<file path="config.mk">
export PLATFORM = sky130hd
export DESIGN_NAME = zigzag_reorder_buf
export DESIGN_NICKNAME = d
export VERILOG_FILES = /design/src/rtl/jpeg_zz_pkg.sv /design/src/rtl/zigzag_reorder_buf_zz_bank.sv /design/src/rtl/zigzag_reorder_buf.sv
export SDC_FILE = /design/constraint.sdc
export NUM_CORES = 2
export LEC_CHECK = 0
export CAP_MARGIN = 10
export CORE_ASPECT_RATIO = 1.2
export CORE_UTILIZATION = 40
export CTS_CLUSTER_SIZE = 8
export DETAILED_ROUTE_END_ITERATION = 6
export PLACE_DENSITY_LB_ADDON = 0.08
export SYNTH_ARGS = -nofsm -noshare
export SYNTH_HDL_FRONTEND = slang
export SYNTH_SLANG_ARGS = --single-unit
</file>
<file path="constraint.sdc">
create_clock -name clk -period 5.2 [get_ports clk]
set_clock_uncertainty 0.15 [all_clocks]
set_input_delay 1.04 -clock clk [delete_from_list [all_inputs] [get_ports clk]]
set_output_delay 1.04 -clock clk [all_outputs]
set_load 0.03 [all_outputs]
</file>
<file path="src/rtl/jpeg_zz_pkg.sv">
// Shared constants for the zigzag reorder buffer: block geometry, zigzag
// address table and the per-bank occupancy state.
package jpeg_zz_pkg;

   localparam int BLOCK_SIZE = 64;

   // Raster address (row*8+col) of zigzag position k.
   localparam logic [5:0] ZZ [0:63] = '{
      6'd0,  6'd1,  6'd8,  6'd16, 6'd9,  6'd2,  6'd3,  6'd10,
      6'd17, 6'd24, 6'd32, 6'd25, 6'd18, 6'd11, 6'd4,  6'd5,
      6'd12, 6'd19, 6'd26, 6'd33, 6'd40, 6'd48, 6'd41, 6'd34,
      6'd27, 6'd20, 6'd13, 6'd6,  6'd7,  6'd14, 6'd21, 6'd28,
      6'd35, 6'd42, 6'd49, 6'd56, 6'd57, 6'd50, 6'd43, 6'd36,
      6'd29, 6'd22, 6'd15, 6'd23, 6'd30, 6'd37, 6'd44, 6'd51,
      6'd58, 6'd59, 6'd52, 6'd45, 6'd38, 6'd31, 6'd39, 6'd46,
      6'd53, 6'd60, 6'd61, 6'd54, 6'd47, 6'd55, 6'd62, 6'd63
   };

   typedef enum logic [1:0] {
      EMPTY    = 2'd0,
      FILLING  = 2'd1,
      FULL     = 2'd2,
      DRAINING = 2'd3
   } bank_state_t;

   function automatic logic [5:0] zz_addr(input logic [5:0] k);
      return ZZ[k];
   endfunction

endpackage

</file>
<file path="src/rtl/zigzag_reorder_buf_zz_bank.sv">
// One 64-coefficient block bank: flop storage with a synchronous write port,
// a combinational read port and the block's bypass mode bit.
module zz_bank #(
   parameter int DATA_W = 12
) (
   input  logic              clk,
   input  logic              we_i,
   input  logic [5:0]        waddr_i,
   input  logic [DATA_W-1:0] wdata_i,
   input  logic              bypass_i,
   input  logic [5:0]        raddr_i,
   output logic [DATA_W-1:0] rdata_o,
   output logic              bypass_o
);

   logic [DATA_W-1:0] mem_q [64];
   logic              bypass_q;

   // Contents are deliberately not reset; a bank is only read after a full fill.
   always_ff @(posedge clk) begin
      if (we_i) begin
         mem_q[waddr_i] <= wdata_i;
      end
   end

   always_ff @(posedge clk) begin
      if (we_i && (waddr_i == 6'd0)) begin
         bypass_q <= bypass_i;
      end
   end

   assign rdata_o  = mem_q[raddr_i];
   assign bypass_o = bypass_q;

endmodule

</file>
<file path="src/rtl/zigzag_reorder_buf.sv">
// Raster-to-zigzag block reorder buffer with 1 or 2 banks and a registered
// valid/ready output stage.  Bank states: EMPTY | free, FILLING | being written,
// FULL | complete, waiting for read, DRAINING | being read or awaiting last handshake.
module zigzag_reorder_buf
   import jpeg_zz_pkg::*;
#(
   parameter int DATA_W    = 12,
   parameter int NUM_BANKS = 2
) (
   input  logic              clk,
   input  logic              rst,
   input  logic              in_valid,
   output logic              in_ready,
   input  logic [DATA_W-1:0] in_data,
   input  logic              in_bypass,
   output logic              out_valid,
   input  logic              out_ready,
   output logic [DATA_W-1:0] out_data,
   output logic [5:0]        out_idx,
   output logic              out_last
);

   localparam int NB_MAX = 2;

   bank_state_t       state_q [NB_MAX];
   bank_state_t       state_d [NB_MAX];
   logic              wr_ptr_q, wr_ptr_d;
   logic              rd_ptr_q, rd_ptr_d;
   logic [5:0]        wcnt_q, wcnt_d;
   logic [5:0]        rcnt_q, rcnt_d;
   logic              out_valid_q, out_valid_d;
   logic [DATA_W-1:0] out_data_q, out_data_d;
   logic [5:0]        out_idx_q, out_idx_d;
   logic              out_last_q, out_last_d;
   logic              out_bank_q, out_bank_d;

   logic [DATA_W-1:0] bank_rdata  [NB_MAX];
   logic              bank_bypass [NB_MAX];
   logic [5:0]        rd_addr;
   logic              wr_fire, wr_done, rd_avail, load, rd_fire;
   bank_state_t       rd_state;

   function automatic logic next_ptr(input logic p);
      return (NUM_BANKS == 1) ? 1'b0 : ~p;
   endfunction

   for (genvar b = 0; b < NB_MAX; b++) begin : g_bank
      if (b < NUM_BANKS) begin : g_used
         zz_bank #(.DATA_W(DATA_W)) u_bank (
            .clk      (clk),
            .we_i     (wr_fire && (wr_ptr_q == 1'(b))),
            .waddr_i  (wcnt_q),
            .wdata_i  (in_data),
            .bypass_i (in_bypass),
            .raddr_i  (rd_addr),
            .rdata_o  (bank_rdata[b]),
            .bypass_o (bank_bypass[b])
         );
      end else begin : g_unused
         assign bank_rdata[b]  = '0;
         assign bank_bypass[b] = 1'b0;
      end
   end

   assign in_ready = (state_q[wr_ptr_q] == EMPTY) || (state_q[wr_ptr_q] == FILLING);
   assign rd_addr  = bank_bypass[rd_ptr_q] ? rcnt_q : zz_addr(rcnt_q);
   assign rd_state = state_q[rd_ptr_q];

   always_comb begin
      state_d     = state_q;
      wr_ptr_d    = wr_ptr_q;
      rd_ptr_d    = rd_ptr_q;
      wcnt_d      = wcnt_q;
      rcnt_d      = rcnt_q;
      out_valid_d = out_valid_q;
      out_data_d  = out_data_q;
      out_idx_d   = out_idx_q;
      out_last_d  = out_last_q;
      out_bank_d  = out_bank_q;

      wr_fire = in_valid && in_ready;
      wr_done = wr_fire && (wcnt_q == 6'd63);

      if (wr_fire) begin
         wcnt_d = wcnt_q + 6'd1;
         if (wr_done) begin
            state_d[wr_ptr_q] = FULL;
            wr_ptr_d          = next_ptr(wr_ptr_q);
         end else begin
            state_d[wr_ptr_q] = FILLING;
         end
      end

      // A bank completing its fill this cycle can be read straight away (k=0 is
      // long written), which gives the one-cycle first-output latency.  A
      // DRAINING bank with rcnt back at 0 has issued all reads and only waits
      // for its last handshake.
      rd_avail = (rd_state == FULL)
              || ((rd_state == DRAINING) && (rcnt_q != 6'd0))
              || (wr_done && (wr_ptr_q == rd_ptr_q));
      load     = !out_valid_q || out_ready;
      rd_fire  = rd_avail && load;

      if (out_valid_q && out_ready && out_last_q) begin
         state_d[out_bank_q] = EMPTY;
      end

      if (rd_fire) begin
         state_d[rd_ptr_q] = DRAINING;
         out_valid_d       = 1'b1;
         out_data_d        = bank_rdata[rd_ptr_q];
         out_idx_d         = rcnt_q;
         out_last_d        = (rcnt_q == 6'd63);
         out_bank_d        = rd_ptr_q;
         rcnt_d            = rcnt_q + 6'd1;
         if (rcnt_q == 6'd63) begin
            rd_ptr_d = next_ptr(rd_ptr_q);
         end
      end else if (load) begin
         out_valid_d = 1'b0;
      end
   end

   always_ff @(posedge clk) begin
      if (rst) begin
         for (int b = 0; b < NB_MAX; b++) begin
            state_q[b] <= EMPTY;
         end
         wr_ptr_q    <= 1'b0;
         rd_ptr_q    <= 1'b0;
         wcnt_q      <= '0;
         rcnt_q      <= '0;
         out_valid_q <= 1'b0;
         out_data_q  <= '0;
         out_idx_q   <= '0;
         out_last_q  <= 1'b0;
         out_bank_q  <= 1'b0;
      end else begin
         state_q     <= state_d;
         wr_ptr_q    <= wr_ptr_d;
         rd_ptr_q    <= rd_ptr_d;
         wcnt_q      <= wcnt_d;
         rcnt_q      <= rcnt_d;
         out_valid_q <= out_valid_d;
         out_data_q  <= out_data_d;
         out_idx_q   <= out_idx_d;
         out_last_q  <= out_last_d;
         out_bank_q  <= out_bank_d;
      end
   end

   assign out_valid = out_valid_q;
   assign out_data  = out_data_q;
   assign out_idx   = out_idx_q;
   assign out_last  = out_last_q;

endmodule
</file>
# ---- After elaboration in Yosys (flattened, before gate mapping)
# Memories as Yosys holds them, arrays and structs flattened.
# Index checks and enable logic that the tools add are counted.
dict set report word_totals {
  reg_bits 41
  mem_bits_rw 1536
  rom_bits 384
  mem_count 3
}
# name depth word_bits read_ports rd_ports_with_merged_regs write_ports line_no
set memory_table {}
lappend memory_table {{g_bank[0].g_used.u_bank.mem_q} 64 12 1 0 1 zigzag_reorder_buf_zz_bank.sv:16} ;# logic [DATA_W-1:0] mem_q [64];
lappend memory_table {{g_bank[1].g_used.u_bank.mem_q} 64 12 1 0 1 zigzag_reorder_buf_zz_bank.sv:16}
lappend memory_table {{(no name shown)} 64 6 1 0 0 jpeg_zz_pkg.sv:27} ;# return ZZ[k];
dict set report classes {
  n_addsub 2
  n_lt_le_gt_ge 7
  eq_ne 6
  muxes 31
  n_bitwise 15
  reduce_logical 25
}
# operator n
set ops {}
lappend ops {{two-way mux 12 bit} 3}
lappend ops {{two-way mux 2 bit} 9}
lappend ops {{two-way mux 6 bit} 3}
lappend ops {{two-way mux 4 bit} 4}
lappend ops {{logical AND 1 bit} 14}
lappend ops {{adder 6 x 1 -> 6 bit, second input constant} 2}
lappend ops {{equality test 6 bit, second input constant} 2}
lappend ops {{two-way mux 1 bit} 9}
lappend ops {{>= comparator 7 bit, second input constant} 1}
lappend ops {{NOT 6 -> 7 bit} 1}
lappend ops {{demux 2 bit (select 1 bit)} 3}
lappend ops {{>= comparator 2 bit, second input constant} 3}
lappend ops {{logical NOT 6 bit} 1}
lappend ops {{< comparator 2 x 1 -> 1 bit, second input constant} 3}
lappend ops {{NOT 1 -> 2 bit} 3}
lappend ops {{nonzero test 6 bit} 1}
lappend ops {{AND 2 bit} 2}
lappend ops {{AND 4 bit} 1}
lappend ops {{equality test 2 bit, second input constant} 2}
lappend ops {{logical OR 1 bit} 4}
lappend ops {{NOT 2 bit} 2}
lappend ops {{NOT 4 bit} 1}
lappend ops {{OR 2 bit} 2}
lappend ops {{OR 4 bit} 1}
lappend ops {{7 further kinds} 9}

# ---- Logic depth before layout (Yosys ltp)
dict set report logic_depth {
  ltp_word 14
  depth_mapped 18
  ltp_nobuf 13
}

# ---- By module
# From an unflattened synthesis, not the netlist that was laid out.
dict set report hier_totals {
  hier_cells 2970
  area_unflattened_um2 61943.2
}
# mod n_inst cells_each area_each_um2 seq_area_each_um2
set by_module_without_submodules {}
lappend by_module_without_submodules {zz_bank 2 1331 29691.0 23092.1}
lappend by_module_without_submodules {zigzag_reorder_buf 1 308 2561.2 780.7}

# ---- Worst setup path before layout
# OpenSTA, ideal clock, no wires.
dict set report synth_path {
  path_type {register to register}
  from {reg rcnt_q[1]}
  to {reg out_data_q[5] (netlist: out_data[5])}
  setup_time_ns 0.130
  arrival_ns 3.338
  t_required_ns 4.920
  slack_ns 1.582
  path_stages_with_launch 17
  period_less_slack_ns 3.618
  path_cell_list {dfxtp_1 > inv_1 > ha_1 > o211ai_1 > a21oi_1 > a2111oi_1 > or3_1 > buf_6 > buf_6 > buf_2 > buf_2 > mux2i_1 > nor3_1 > nor4_1 > nand3_1 > nand3_1 > nand4_1}
}
dict set report synth_via {
  elab_chain_cells 9
  word_cells_on_any_way 15
}
# item line_no
set synth_rtl {}
lappend synth_rtl {{start: declaration} zigzag_reorder_buf.sv:30} ;# logic [5:0] rcnt_q, rcnt_d;
lappend synth_rtl {{start signal: assignment} zigzag_reorder_buf.sv:143} ;# rcnt_q <= rcnt_d;
lappend synth_rtl {{NOT 6 -> 7 bit (implied by the code)} jpeg_zz_pkg.sv:27}
lappend synth_rtl {{memory (64 x 6 bit)} --}
lappend synth_rtl {{two-way mux 6 bit (implied by the code) (2 in series)} jpeg_zz_pkg.sv:27}
lappend synth_rtl {{two-way mux 6 bit} zigzag_reorder_buf.sv:66} ;# assign rd_addr = bank_bypass[rd_ptr_q] ? rcnt_q : zz_addr(rcnt_q);
lappend synth_rtl {{memory (64 x 12 bit)} --}
lappend synth_rtl {{two-way mux 12 bit (implied by the code) (3 in series)} zigzag_reorder_buf.sv:111} ;# out_data_d = bank_rdata[rd_ptr_q];
lappend synth_rtl {{end signal: assignment} zigzag_reorder_buf.sv:145} ;# out_data_q <= out_data_d;
lappend synth_rtl {{end: declaration} zigzag_reorder_buf.sv:32} ;# logic [DATA_W-1:0] out_data_q, out_data_d;
# Parallel ways exist; a longest one is shown, timed or not. The select of a mux whose other input is x is not followed.
# A chain may end at the register's enable or synchronous reset.

# ---- Final worst setup path
dict set report layout_path {
  from {reg rcnt_q[1]}
  to {reg out_data_q[6] (netlist: out_data[6])}
}
# Same word-level chain as after synthesis.

==> impl_metrics.yaml <==
placed_design:
  place_ws_ns: -0.251
  gp_congestion: 0.875
  detailed_place_hpwl_um: 126000
  port_buffers: 37
  dp_cells: 6635
global_routing:
  grt_overflow: 0
  antenna_found_initial: 7
  grt_usage: 0.253
  grt_max_degree: 129
  grt_pass1_vias: 38500
  grt_pass1_wl_um: 288000
critical_path:
  reg2reg_from: "rcnt_q[1]"
  cp-startpoint: "rcnt_q[1]"
  start_kind: "flip-flop"
  cp_data_arrival_time_ns: 5.70
  path_cells: "inv_1 -> ha_1 -> xnor2_1 -> a21oi_1 -> o211ai_4 -> and2_4 -> buf_12 -> buf_12 -> a21oi_1 -> a22o_1 -> a2111oi_1 -> buf_4 -> nand3_1 -> nand4_1"
  cp-end-kind: "flip-flop"
  reg2reg_to: "out_data[6]"
  r2r_setup_slack_ns: 0.13
  reg2regPathDepth: 14
  slowest_stage: "a2111oi_1"
  crit_buf_inv: 4
  critical_path_class: "reg2reg"
  critPathTopFamily: "compound AO/OA/AOI/OAI gates"
  critPathRequiredTime_ns: 5.83
  slowest_delay_ns: 0.75
  critPathMaxFanout: 47
detailed_routing:
  routedWlPerCell_um: 29.2
  routed_wl_um: 202000
  drtIter0Drc: 3736
  avgViaCountPerCell: 5.75
  drc: 0
  dr.pass1.iters: 5
  postRouteAntennaNets: 0
  vias: 39800
pwr:
  p_sw_frac: 0.211
  p_leak_nw: 24.0
  seqPwrFrac: 0.508
  pwr-share-comb: 0.031
  switchingPower_mw: 5.81
  p_clk_frac: 0.461
  power.internal_mw: 21.8
  power_per_cell_area_mw_per_mm2: 374
  vdd_ir_drop_max_mv: 0.353
floorplan:
  rows: 159
  die_w_um: 365
  die_area_sq_mm: 0.160
  fp.coreArea_sq_mm: 0.157
  ios: 38
  die_height_um: 437
  initial_utilization: 0.403
logic_synthesis:
  syn_inst: 4488
  synth_seq_cells: 1577
  async_flop_share: 0
  ys_warn_count: 0
  syn_nets: 4522
  netlist_area_sq_mm: 0.0632
  ys_top_cells_by_area: "edfxtp_1 73%, nand2_1 5.0%, a21oi_1 2.6%"
  synth_seq_area_share: 0.743
  synth-edff-count: 1538
  yosysTopAreaCell: "edfxtp_1"
  avgSynthCellArea_sq_um: 14.1
  synth_top_area_frac: 0.731
  synth_ff_type: "edfxtp_1"
  synth_cell_types: 76
clocking:
  path_clk_slew_ns: 0.05
  cts_htree_levels: 4
  cts_resized: 3
  cts_num_sinks: 1577
  post_cts_buffers: 0
  cts-root-buf: "clkbuf_16"
  cts_inserted_buffers: 215
  hold_buffers: 0
  worstSkewPairLatency_ns: 0.85
  cts_max_path_buffers: 3
  cts_tree: "yes"
cells_and_area:
  drive_above_1_share: 0.129
  synthToLayoutAreaGrowth_pct: 16.8
  fin_nets: 4793
  fin_util: 0.471
  fin_cells: 6932
timing:
  period_share: 0.975
  tightest_slew_ns: 1.11
  setup_viol: 0
  min_period_ns: 5.07
  hold_viol: 0
  slew_headroom: 0.260
  clock.fmax_mhz: 197
  holdWs_ns: 0.332
  setup_slack_ns: 0.129
  slew_viol_final: 0
hold_path:
  whs_path_depth: 2
  worstHoldEndpoint: "out_idx[2]"
  hold_class: "reg2reg"
  hp-start: "out_idx[2]"
status:
  outcome: "finished, final reports clean"
flow_run:
  cap_violations: 0
[worst max-delay path by stage]
| stage | cells after the start | end | slack, ns |
|---|---|---|---|
| 2_1_floorplan | 16 | out_data[5] | 1.58 |
| 3_3_place_gp | 14 | out_data[9] | -0.25 |
| 3_5_place_dp | 14 | out_data[9] | -0.25 |
| 4_1_cts | 17 | out_data[6] | 0.06 |
| 5_1_grt | 14 | out_data[6] | -0.02 |
| 6_report | 14 | out_data[6] | 0.13 |
[power by group through the flow]
stage	Clock (mW)	Combinational [mW]	Sequential [mW]
after floorplan	0	0.356	14.2
after global placement	0	0.874	14.2
after detailed placement	0	0.874	14.2
after CTS	12.9	0.875	14.0
after global routing	13.4	0.916	14.0
final	12.7	0.866	14.0
[metal layers]
| metal | GRT usage | part of all wire | vias up |
|---|---|---|---|
| met2 | 0.424 | 0.49 | 1313 |
| li1 | - | - | 17700 |
| met3 | 0.0358 | 0.054 | 259 |
| met1 | 0.340 | 0.42 | 20600 |
| met5 | 0 | 0.000064 | - |
| met4 | 0.0758 | 0.028 | 2 |
[Yosys cell counts, types with 6 or more instances]
master / n
a211o_1: 7
a211oi_1: 146
a21oi_1: 328
a221oi_1: 11
a22o_1: 21
a22oi_1: 120
a311o_1: 10
a311oi_1: 42
a31o_2: 6
a31oi_1: 91
a32oi_1: 26
and3_1: 138
buf_1: 20
buf_2: 154
buf_4: 25
buf_6: 6
clkbuf_1: 110
dfxtp_1: 39
edfxtp_1: 1538
ha_1: 17
inv_1: 9
mux2i_1: 152
mux4_2: 8
nand2_1: 847
nand2b_1: 10
nand3_1: 140
nand3b_1: 7
nand4_1: 22
nor2_1: 184
nor3_1: 28
nor4_1: 17
nor4b_1: 6
o211ai_1: 11
o21ai_0: 28
o221ai_1: 14
o22ai_1: 43
o31ai_1: 12
or3_1: 15
xnor2_1: 6
[tightest hold or removal path: cells and delay by family (launching register included)]
kind / cells / cell delay (ns)
and+or+nand+nor: 1 / 0.07
AOI/OAI and AO/OA: 1 / 0.06
DFF: 1 / 0.32
[sequential cells by signal (all words and copies together) (netlist names), 2 cells and up]
signal                         flops
out_idx                            6
state_q                            4
out_data                          12
wcnt_q                             6
g_bank.g_used.u_bank.mem_q      1536
rcnt_q                             6
g_bank.g_used.u_bank.bypass_o      2
[cells by family after synthesis]
kind of cell,count (synthesis),share of synthesized area
xor+xnor,10,0.00139
buf+inv,328,0.0247
mux,165,0.0279
fa+ha+maj,17,0.00337
simple gates,1441,0.0996
flops,1577,0.743
compound gates,950,0.100
[per-stage QoR]
| step | power, mW | cell area (sq um) | setup TNS [ns] |
|---|---|---|---|
| 6_report | 27.6 | 73800 | 0 |
| 3_5_place_dp | 15.1 | 67800 | -0.251 |
| 4_1_cts | 27.8 | 73800 | 0 |
| 3_3_place_gp | 15.1 | 67800 | -0.312 |
| 5_1_grt | 28.3 | 73800 | -0.0207 |
| 2_1_floorplan | 14.6 | 63200 | 0 |
[layout by cell type (no fill, tap or decap), drive strengths merged, types with 17 or more instances in the layout]
| cell | n |
|---|---|
| a211oi | 147 |
| a21oi | 328 |
| a22o | 21 |
| a22oi | 120 |
| a311oi | 42 |
| a31oi | 91 |
| a32oi | 26 |
| and3 | 138 |
| buf | 345 |
| clkbuf | 282 |
| clkdlybuf4s50 | 25 |
| dfxtp | 39 |
| edfxtp | 1538 |
| ha | 17 |
| mux2i | 153 |
| nand2 | 847 |
| nand3 | 140 |
| nand4 | 22 |
| nor2 | 187 |
| nor3 | 30 |
| nor4 | 18 |
| o21ai | 29 |
| o22ai | 43 |
[cell type report]
| cell class | count | area (sq um) |
|---|---|---|
| clock buffer | 282 | 5710 |
| antenna | 2 | 5.00 |
| sequential | 1577 | 47000 |
| timing repair buffer | 370 | 3430 |
| inverter | 12 | 45.0 |
| fill | 13900 | 83000 |
| tap | 2093 | 2620 |
| multi-input combinational | 2583 | 14800 |
| clock inverter | 13 | 228 |
Note: power is estimated with default switching activity, not from simulation.
